### config.mk
export PLATFORM = sky130hd
export DESIGN_NAME = matmul_sequencer
export DESIGN_NICKNAME = d
export VERILOG_FILES = /design/src/rtl/matmul_pkg.sv /design/src/rtl/matmul_mac.sv /design/src/rtl/matmul_sequencer.sv
export SDC_FILE = /design/constraint.sdc
export NUM_CORES = 1
export LEC_CHECK = 0
export ABC_AREA = 1
export ABC_CLOCK_PERIOD_IN_PS = 3190
export BUFFER_PORTS_ARGS = -buffer_cell sky130_fd_sc_hd__buf_2
export CORE_MARGIN = 4
export CORE_UTILIZATION = 40
export CTS_CLUSTER_SIZE = 28
export DETAILED_ROUTE_END_ITERATION = 10
export HOLD_SLACK_MARGIN = 0.03
export MAX_ROUTING_LAYER = met4
export SKIP_LAST_GASP = 1
export SLEW_MARGIN = 5
export SYNTH_ARGS = -nofsm -noshare
export SYNTH_HDL_FRONTEND = slang
export SYNTH_SLANG_ARGS = --single-unit
### constraint.sdc
create_clock -name clock -period 3.19 [get_ports clock]
set_input_delay 0.1595 -clock clock [delete_from_list [all_inputs] [get_ports clock]]
set_output_delay 0.1595 -clock clock [all_outputs]
set_load 0.01 [all_outputs]
### src/rtl/matmul_pkg.sv
// ============================================================================
//  Module      : matmul_pkg
//  Description : Shared FSM encodings, index lookups and saturation helper
//                for the 2x2 matrix-product sequencer.
//  Revision    : 1.0 - initial release
// ============================================================================
`default_nettype none

package matmul_pkg;

    typedef logic [2:0] state_t;

    localparam state_t c_LOAD_A  = 3'd0;
    localparam state_t c_LOAD_B  = 3'd1;
    localparam state_t c_COMPUTE = 3'd2;
    localparam state_t c_OUT_HI  = 3'd3;
    localparam state_t c_OUT_LO  = 3'd4;

    localparam int unsigned c_ELEM_MAX = 2;

    // Result element order is c11, c12, c21, c22; bit idx gives its row / column.
    localparam logic [3:0] c_IDX_ROW = 4'b1100;
    localparam logic [3:0] c_IDX_COL = 4'b1010;

    function automatic int unsigned sat(input int unsigned x, input int unsigned lim);
        return (x > lim) ? lim : x;
    endfunction

endpackage

`default_nettype wire

### src/rtl/matmul_mac.sv
// ============================================================================
//  Module      : matmul_mac
//  Description : Shared multiply-accumulate unit with saturated result.
//  Revision    : 1.0 - initial release
// ============================================================================
`default_nettype none

module matmul_mac
    import matmul_pkg::*;
#(
    parameter int ELEM_W = 2,
    parameter int RES_W  = 4
) (
    input  logic              clock,
    input  logic              reset,
    input  logic              i_enable,
    input  logic              i_load,
    input  logic [ELEM_W-1:0] i_a,
    input  logic [ELEM_W-1:0] i_b,
    output logic [RES_W-1:0]  o_result
);

    localparam int          c_ACC_W   = 2 * ELEM_W + 1;
    localparam int unsigned c_RES_MAX = (1 << RES_W) - 1;

    logic [c_ACC_W-1:0] r_acc;
    logic [c_ACC_W-1:0] w_prod;
    logic [c_ACC_W-1:0] w_sum;

    assign w_prod = c_ACC_W'(i_a) * c_ACC_W'(i_b);
    assign w_sum  = i_load ? w_prod : (r_acc + w_prod);

    // Result reflects the value the accumulator takes at this edge.
    assign o_result = RES_W'(sat(32'(w_sum), c_RES_MAX));

    always_ff @(posedge clock) begin
        if (reset) begin
            r_acc <= '0;
        end else if (i_enable) begin
            r_acc <= w_sum;
        end
    end

endmodule

`default_nettype wire

### src/rtl/matmul_sequencer.sv
// ============================================================================
//  Module      : matmul_sequencer
//  Description : Time-multiplexes one MAC through a 2x2 unsigned matrix
//                product. Optional macro: MATMUL_RANGE_CHECK_EN.
//  Revision    : 1.0 - initial release
// ============================================================================
`default_nettype none

module matmul_sequencer
    import matmul_pkg::*;
#(
    parameter int ELEM_W = 2,
    parameter int RES_W  = 4
) (
    input  logic                clock,
    input  logic                reset,
    input  logic                in_valid,
    output logic                in_ready,
    input  logic [4*ELEM_W-1:0] in_data,
    output logic                out_valid,
    input  logic                out_ready,
    output logic [2*RES_W-1:0]  out_data,
    output logic                busy,
    output logic                error
);

    state_t                    r_state;
    state_t                    w_state_next;
    logic [4*ELEM_W-1:0]       r_a;
    logic [4*ELEM_W-1:0]       r_b;
    logic [3:0][RES_W-1:0]     r_c;
    logic [2:0]                r_k;
    logic                      r_out_valid;
    logic [2*RES_W-1:0]        r_out_data;

    logic                      w_accept;
    logic                      w_word_ok;
    logic [1:0]                w_idx;
    logic                      w_t;
    logic [1:0]                w_a_sel;
    logic [1:0]                w_b_sel;
    logic [ELEM_W-1:0]         w_mac_a;
    logic [ELEM_W-1:0]         w_mac_b;
    logic [RES_W-1:0]          w_mac_result;

    assign in_ready  = (r_state == c_LOAD_A) || (r_state == c_LOAD_B);
    assign busy      = (r_state == c_COMPUTE) || (r_state == c_OUT_HI) || (r_state == c_OUT_LO);
    assign w_accept  = in_valid && in_ready;
    assign out_valid = r_out_valid;
    assign out_data  = r_out_data;

`ifdef MATMUL_RANGE_CHECK_EN
    logic [3:0] w_elem_oob;
    logic       r_error;

    generate
        for (genvar gi = 0; gi < 4; gi++) begin : g_range
            assign w_elem_oob[gi] = 32'(in_data[gi*ELEM_W +: ELEM_W]) > c_ELEM_MAX;
        end
    endgenerate

    assign w_word_ok = ~|w_elem_oob;
    assign error     = r_error;

    // Sticky until a clean A word is taken.
    always_ff @(posedge clock) begin
        if (reset) begin
            r_error <= 1'b0;
        end else if (w_accept && !w_word_ok) begin
            r_error <= 1'b1;
        end else if (w_accept && (r_state == c_LOAD_A)) begin
            r_error <= 1'b0;
        end
    end
`else
    assign w_word_ok = 1'b1;
    assign error     = 1'b0;
`endif

    // k[2:1] selects the result element, k[0] the term of its dot product.
    assign w_idx   = r_k[2:1];
    assign w_t     = r_k[0];
    assign w_a_sel = {c_IDX_ROW[w_idx], w_t};
    assign w_b_sel = {w_t, c_IDX_COL[w_idx]};
    assign w_mac_a = r_a[w_a_sel*ELEM_W +: ELEM_W];
    assign w_mac_b = r_b[w_b_sel*ELEM_W +: ELEM_W];

    matmul_mac #(
        .ELEM_W (ELEM_W),
        .RES_W  (RES_W)
    ) u_mac (
        .clock    (clock),
        .reset    (reset),
        .i_enable (r_state == c_COMPUTE),
        .i_load   (~w_t),
        .i_a      (w_mac_a),
        .i_b      (w_mac_b),
        .o_result (w_mac_result)
    );

    always_ff @(posedge clock) begin
        if (reset) begin
            r_state <= c_LOAD_A;
        end else begin
            r_state <= w_state_next;
        end
    end

    always_comb begin
        w_state_next = r_state;
        case (r_state)
            c_LOAD_A:  if (w_accept && w_word_ok) w_state_next = c_LOAD_B;
            c_LOAD_B:  if (w_accept && w_word_ok) w_state_next = c_COMPUTE;
            c_COMPUTE: if (r_k == 3'd7) w_state_next = c_OUT_HI;
            c_OUT_HI:  if (r_out_valid && out_ready) w_state_next = c_OUT_LO;
            c_OUT_LO:  if (r_out_valid && out_ready) w_state_next = c_LOAD_A;
            default:   w_state_next = c_LOAD_A;
        endcase
    end

    always_ff @(posedge clock) begin
        if (reset) begin
            r_a         <= '0;
            r_b         <= '0;
            r_c         <= '0;
            r_k         <= 3'd0;
            r_out_valid <= 1'b0;
            r_out_data  <= '0;
        end else begin
            case (r_state)
                c_LOAD_A: begin
                    if (w_accept && w_word_ok) r_a <= in_data;
                end
                c_LOAD_B: begin
                    if (w_accept && w_word_ok) begin
                        r_b <= in_data;
                        r_k <= 3'd0;
                    end
                end
                c_COMPUTE: begin
                    r_k <= r_k + 3'd1;
                    if (w_t) r_c[w_idx] <= w_mac_result;
                end
                c_OUT_HI: begin
                    // First OUT_HI cycle registers word0; later cycles wait for the handshake.
                    if (!r_out_valid) begin
                        r_out_valid <= 1'b1;
                        r_out_data  <= {r_c[0], r_c[1]};
                    end else if (out_ready) begin
                        r_out_data  <= {r_c[2], r_c[3]};
                    end
                end
                c_OUT_LO: begin
                    if (r_out_valid && out_ready) r_out_valid <= 1'b0;
                end
                default: ;
            endcase
        end
    end

endmodule

`default_nettype wire

==> metrics.txt, run 1 <==
global-route track usage on met2=0.255; number of global-route vias before repair=around 2.1k; WP buf/inv=2; Worst-Margin Slew=0.538 ns; Hold WC Path Type=input pin to flip-flop; Power, Total=around 1.5 mW; number of filler cells placed in the layout=roughly 630; Critical Path AT=3.05 ns; Finish-stage setup viols=0; Post-synth ARST share=0; DRT iter0 DRCs=89; Overflow after GRT=0; clk root buf=clkbuf_8; drt drc=0; DR vias/cell=between 5 and 6; port buffer count=22; Pleak=1.30 nW; # IOs=24; layout net count=387; fin crit share=0.892; DP Worst Slack=roughly 0.28 ns; synth unique cells=31; crit path max fanout=12; syn nets=between 300 and 400; setup TNS=0 ns; CTS clk-pin slew, worst paths=~0.090 ns; die width=roughly 88 um; post-CTS setup buffer count=0; largest net degree at the start of global routing=35; post-layout util=0.463; Post-Layout Cell Count=between 400 and 500; yosys warns=0; Clock power frac=0.308; H-tree lvl count=2; status=finished clean; ant diodes=0; TritonRoute pass-1 iters=4; worst setup path class=flip-flop to flip-flop; post-synthesis sequential area ratio=0.409; EDFF count, synth=0; row count=28; area of the die=between 7000 and 8000 um^2; Startpoint Class=flip-flop; CP max-delay cell=dfxtp_1; net switching power=between 0.4 and 0.5 mW; clock sink count=52; Post-DRT Antenna Nets=0; CP Cell Sequence=inv_2, nand2_1, nand3_1, nand2_1, nor2_1, ha_1, ha_1, ha_1, or2_2, a22oi_1, nand2_1, o21ai_1, inv_1; required time worst endpoint=around 3.4 ns; GR Util met1=0.206; Initial Utilization=0.420; DP HPWL=3960 um; Yosys reg bits=52; routability cong.=~0.81; placed instance count=434; switching share of power=0.303; most used routing layer=met2; Synth Instances=~350; Gate power share=0.186; Core Footprint=around 6000 um^2; Peak VDD IR=between 0.00015 and 0.0002 V; Num CTS Buffers=5; Seq pwr share=0.506; setup ws final=0.343 ns; Avg Inst Size Synth=approximately 7.3 um^2; area delta synth->final=10.3%; initial antenna violation count=0; CP max stage delay=0.49 ns; fin. max-slew vios=0; CP endpoint kind=flip-flop; unrepaired setup endpoints after global routing=false; via count=around 2.2k; DR WL/cell=approximately 12 um; dominant delay contributor by cell family on the critical path=simple AND/OR/NAND/NOR gates; Max-slew headroom=0.641; WL final=between 5000 and 6000 um; max cap viols=0; CTS tree=yes; Period minus WS final=2.85 ns; Total GRT Usage=0.163; Max Fclk=351 MHz; Die Ht=slightly below 90 um; global-route wire length before repair=about 9700 um; Worst Skew=about 0.011 ns; M3 GR Usage=0.0414; clk buf depth=2; ys flop type=dfxtp_1; Power Density=~530 nW/um^2; share of cells above drive strength 1=0.155; clk_lat worst skew=0.31 ns; Final Hold Viols=0; Post-Synthesis Cell Area=2550 um^2; Cell Int Power=between 1 and 1.5 mW
## worst reg2reg max path, cell delays in order, from the launching register on
cell,delay [ns]
dfxtp_1,0.49
inv_2,0.20
nand2_1,0.10
nand3_1,0.11
nand2_1,0.12
nor2_1,0.05
ha_1,0.19
ha_1,0.29
ha_1,0.33
or2_2,0.31
a22oi_1,0.21
nand2_1,0.15
o21ai_1,0.15
inv_1,0.05
## timing repair
action	in CTS	in global routing
hold buffers	0	0
gates resized for setup	0	1
setup endpoints to repair	0	9
## synth_stat cells, types with 3 or more instances
cell      number  share of area
buf_2          5         0.0098
inv_2          7          0.010
clkbuf_1       5         0.0074
nand3_1       17          0.033
a21oi_1       27          0.053
o21ai_0       24          0.047
nand2_1       56          0.083
dfxtp_1       52           0.41
ha_1           8          0.039
nand3_4        4          0.028
inv_1         35          0.052
o21ai_1       18          0.035
nor2_1        56          0.083
nand3_2        3          0.012
clkinv_2       3         0.0059
a31oi_1        8          0.020
## flip-flops by register name, indices dropped and copies added, names as in the netlist
name and flops:
out_data 8, out_valid 1, r_k 3, r_a 8, r_state 3, u_mac.r_acc 5
r_b 8, r_c 16
## area by class of cell
cell class	instances	area (um^2)	share of cell area
clock buffer	5	68.8	0.0245
clock inverter	3	42.5	0.0152
inverter	45	173	0.0615
multi-input combinational	238	1260	0.450
sequential	52	1040	0.371
tap	75	93.8	0.0334
timing repair buffer	24	125	0.0446
## metal layers
layer / routed length, um / share of wire
met1: 2750 / 0.50
met5: 0 / 0
met4: 77 / 0.014
met3: 163 / 0.030
met2: 2490 / 0.45
## final timing paths
check,cells after the start,startpoint,slack (ns),endpoint
max reg2reg,13,r_k[0],0.34,r_c[6]
min reg2reg,2,r_c[13],0.47,out_data[1]
max,13,r_k[0],0.34,r_c[6]
min,3,in_data[1],0.11,r_a[1]
## stage by stage
step,instance area (um^2),hold slack (ns)
after floorplan,2550,0.307
after global placement,2700,0.422
after detailed placement,2700,0.430
after CTS,2810,0.107
after global routing,2810,0.112
final,2810,0.114
## power groups by stage
stage	Combinational, mW	Clock, mW	Sequential (mW)
2_1_floorplan	0.217	0	0.753
3_3_place_gp	0.274	0	0.765
3_5_place_dp	0.278	0	0.764
4_1_cts	0.279	0.470	0.750
5_1_grt	0.324	0.491	0.757
6_report	0.277	0.457	0.750
## cells by family (layout without fill, tap and decap cells)
logic type,after synthesis,count (layout),share of synthesized area
AOI/OAI and AO/OA,82,82,0.172
adders and majority gates,9,9,0.0472
buffers and inverters,58,77,0.0953
DFF,52,52,0.409
muxes,1,1,0.00393
other,1,1,0.00147
and+or+nand+nor,145,145,0.271
## cell usage in the layout (no fill, tap or decap), drive strengths merged, types with 2 or more instances in the layout
master / netlist / layout
a21oi: 27 / 27
a31oi: 8 / 8
a32o: 2 / 2
buf: 8 / 24
clkbuf: 5 / 5
clkinv: 3 / 4
dfxtp: 52 / 52
ha: 8 / 8
inv: 42 / 42
nand2: 57 / 57
nand3: 24 / 24
nand4: 2 / 2
nor2: 60 / 60
o21ai: 42 / 42
or2: 2 / 2
(Power assumes the default switching activity.)
==> run 2: changes to the inputs <==
--- a/config.mk
+++ b/config.mk
@@ -6,7 +6,7 @@
 export NUM_CORES = 1
 export LEC_CHECK = 0
 export ABC_AREA = 1
-export ABC_CLOCK_PERIOD_IN_PS = 3190
+export ABC_CLOCK_PERIOD_IN_PS = 3220
 export BUFFER_PORTS_ARGS = -buffer_cell sky130_fd_sc_hd__buf_2
 export CORE_MARGIN = 4
 export CORE_UTILIZATION = 40
==> constraint.sdc (replaced) <==
create_clock -name clock -period 3.22 [get_ports clock]
set_input_delay 0.161 -clock clock [delete_from_list [all_inputs] [get_ports clock]]
set_output_delay 0.161 -clock clock [all_outputs]
set_load 0.01 [all_outputs]
==> run 2 against run 1 <==
Compared with the run above:
- total power barely moved
- clock-buffer cell count is the same
- hold slack about the same
- global-route usage down 0.074 points
- wire length shrank 0.18%
- sequential power fell by 1%
- clock skew decreased by 0.0010 ns
- core utilization about the same
- final cell count stayed put
- die area unchanged
- fmax down 2.4%
- critical path depth decreased by 1
- critical path type unchanged
- largest power group unchanged
==> metrics.txt, run 2 (synthesis results as in run 1) <==
drt drc=0 (unchanged); TritonRoute pass-1 iters=5 (+1); post-CTS setup buffer count=0 (unchanged); Critical Path AT=3.13 ns (+0.08 ns); Hold WC Path Type=input pin to flip-flop; port buffer count=22 (unchanged); highest-count cells in the layout ignoring fill and taps=nand2_1, nor2_1, dfxtp_1; fin crit share=0.906 (+0.0135); layout net count=387 (unchanged); Pleak=1.30 nW (about the same); row count=28 (unchanged); number of global-route vias before repair=2,071 (-1.3%); Post-DRT Antenna Nets=0 (unchanged); via count=2,224 (-0.18%); hold_buf cts=0 (unchanged); required time worst endpoint=3.43 ns (+0.03 ns); H-tree lvl count=2 (unchanged); setup TNS=0 ns (unchanged); setup ws final=0.303 ns (-0.0401 ns); Total GRT Usage=0.162 (-0.000738); GR Util met1=0.209 (+0.00254); most used routing layer=met2; initial antenna violation count=0 (unchanged); Core Footprint=6060 um^2 (unchanged); area of the die=7710 um^2 (unchanged); Worst Skew=0.00979 ns (-0.00102 ns); Max-slew headroom=0.652 (+0.0105); worst setup path class=flip-flop to flip-flop; max reg flops=16 (unchanged); Die Ht=87.8 um (unchanged); CTS clk-pin slew, worst paths=0.10 ns (about the same); M3 GR Usage=0.0376 (-0.00376); Max Fclk=343 MHz (-2.4%); CTS tree=yes; DP Worst Slack=0.324 ns (+0.0421 ns); Overflow after GRT=0 (unchanged); Power Density=528 nW/um^2 (about the same); DR vias/cell=5.03 (-0.18%); largest net degree at the start of global routing=35 (unchanged); global-route track usage on met2=0.253 (-0.00274); Worst-Margin Slew=0.522 ns (-0.0157 ns); fin. max-slew vios=0 (unchanged); DP HPWL=3960 um (about the same); clk_lat worst skew=0.31 ns (about the same); CTS resizes=0 (unchanged); Reg2Reg Depth=12 (-1); share of cells above drive strength 1=0.153 (-0.00272); area delta synth->final=10.4% (about the same); number of filler cells placed in the layout=633 (+0.80%); die width=87.8 um (unchanged); clk root buf=clkbuf_8; WL final=5470 um (-0.18%); Num CTS Buffers=5 (unchanged); CP endpoint kind=flip-flop; DRT iter0 DRCs=106 (+19%); Startpoint Class=flip-flop; status=finished clean; hold-critical path depth=3 (unchanged); Finish-stage setup viols=0 (unchanged); clock sink count=52 (unchanged); max cap viols=0 (unchanged); Initial Utilization=0.420 (unchanged); Period minus WS final=2.92 ns (+0.0701 ns); clk buf depth=2 (unchanged); DR WL/cell=12.4 um (-0.18%); Final Hold Viols=0 (unchanged); unrepaired setup endpoints after global routing=false; crit path max fanout=11 (-1); Peak VDD IR=0.000207 V (+6.3%); routability cong.=0.810 (about the same); ant diodes=0 (unchanged); global-route wire length before repair=9630 um (-0.29%); # IOs=24 (unchanged); Most flops, register=r_c
==> run 2: changes by cell type in the layout (fill, tap and decap cells not counted), sizes merged <==
cell / before / now
clkinv: 4 / 3
inv: 42 / 43
==> run 2: final timing paths <==
kind                            startpoint     endpoint  slack, ns
worst max-delay path                r_k[1]       r_c[6]       0.30
worst min-delay path            in_data[2]       r_a[2]       0.11
worst max register to register      r_k[1]       r_c[6]       0.30
worst min register to register     r_c[13]  out_data[1]       0.48
==> run 2: cell type report <==
cell class | count | area [um^2] | area share
clock buffers | 5 | 68.8 | 0.0245
clock inverters | 3 | 46.3 | 0.0165
inverters | 45 | 173 | 0.0614
multi-input cells | 238 | 1260 | 0.449
flip-flops and latches | 52 | 1040 | 0.370
well taps | 75 | 93.8 | 0.0334
repair buffers | 24 | 125 | 0.0445
==> run 2: per-layer routing <==
layer  vias up  share of wire
li1       1161              -
met2        58           0.45
met4         0          0.012
met1       998           0.48
met5         -              0
met3         7          0.056
==> run 2: worst max-delay path, stage by stage, from the launching register on <==
cell and delay, ns:
dfxtp_1 0.61, inv_1 0.23, nand2_1 0.10, a32o_1 0.17, nor2_1 0.05, ha_1 0.19
ha_1 0.29, ha_1 0.33, or2_2 0.31, a22oi_1 0.21, nand2_1 0.16, o21ai_1 0.15
inv_1 0.04
==> run 2: power breakdown <==
part	total [mW]	internal [mW]	switching (mW)	leakage, nW
Clock	0.469	0.235	0.234	0.0548
Combinational	0.274	0.0968	0.177	0.824
Sequential	0.742	0.697	0.0448	0.423
==> run 2: metrics by stage <==
stage          std cells  instance area (um^2)  hold slack (ns)  utilization  power (mW)
5_1_grt              442                  2810            0.127        0.464        1.57
2_1_floorplan        348                  2550            0.309            -       0.961
3_3_place_gp         434                  2700            0.424        0.445        1.03
6_report             442                  2810            0.114        0.464        1.48
4_1_cts              442                  2810            0.109        0.464        1.50
3_5_place_dp         434                  2700            0.432        0.445        1.03
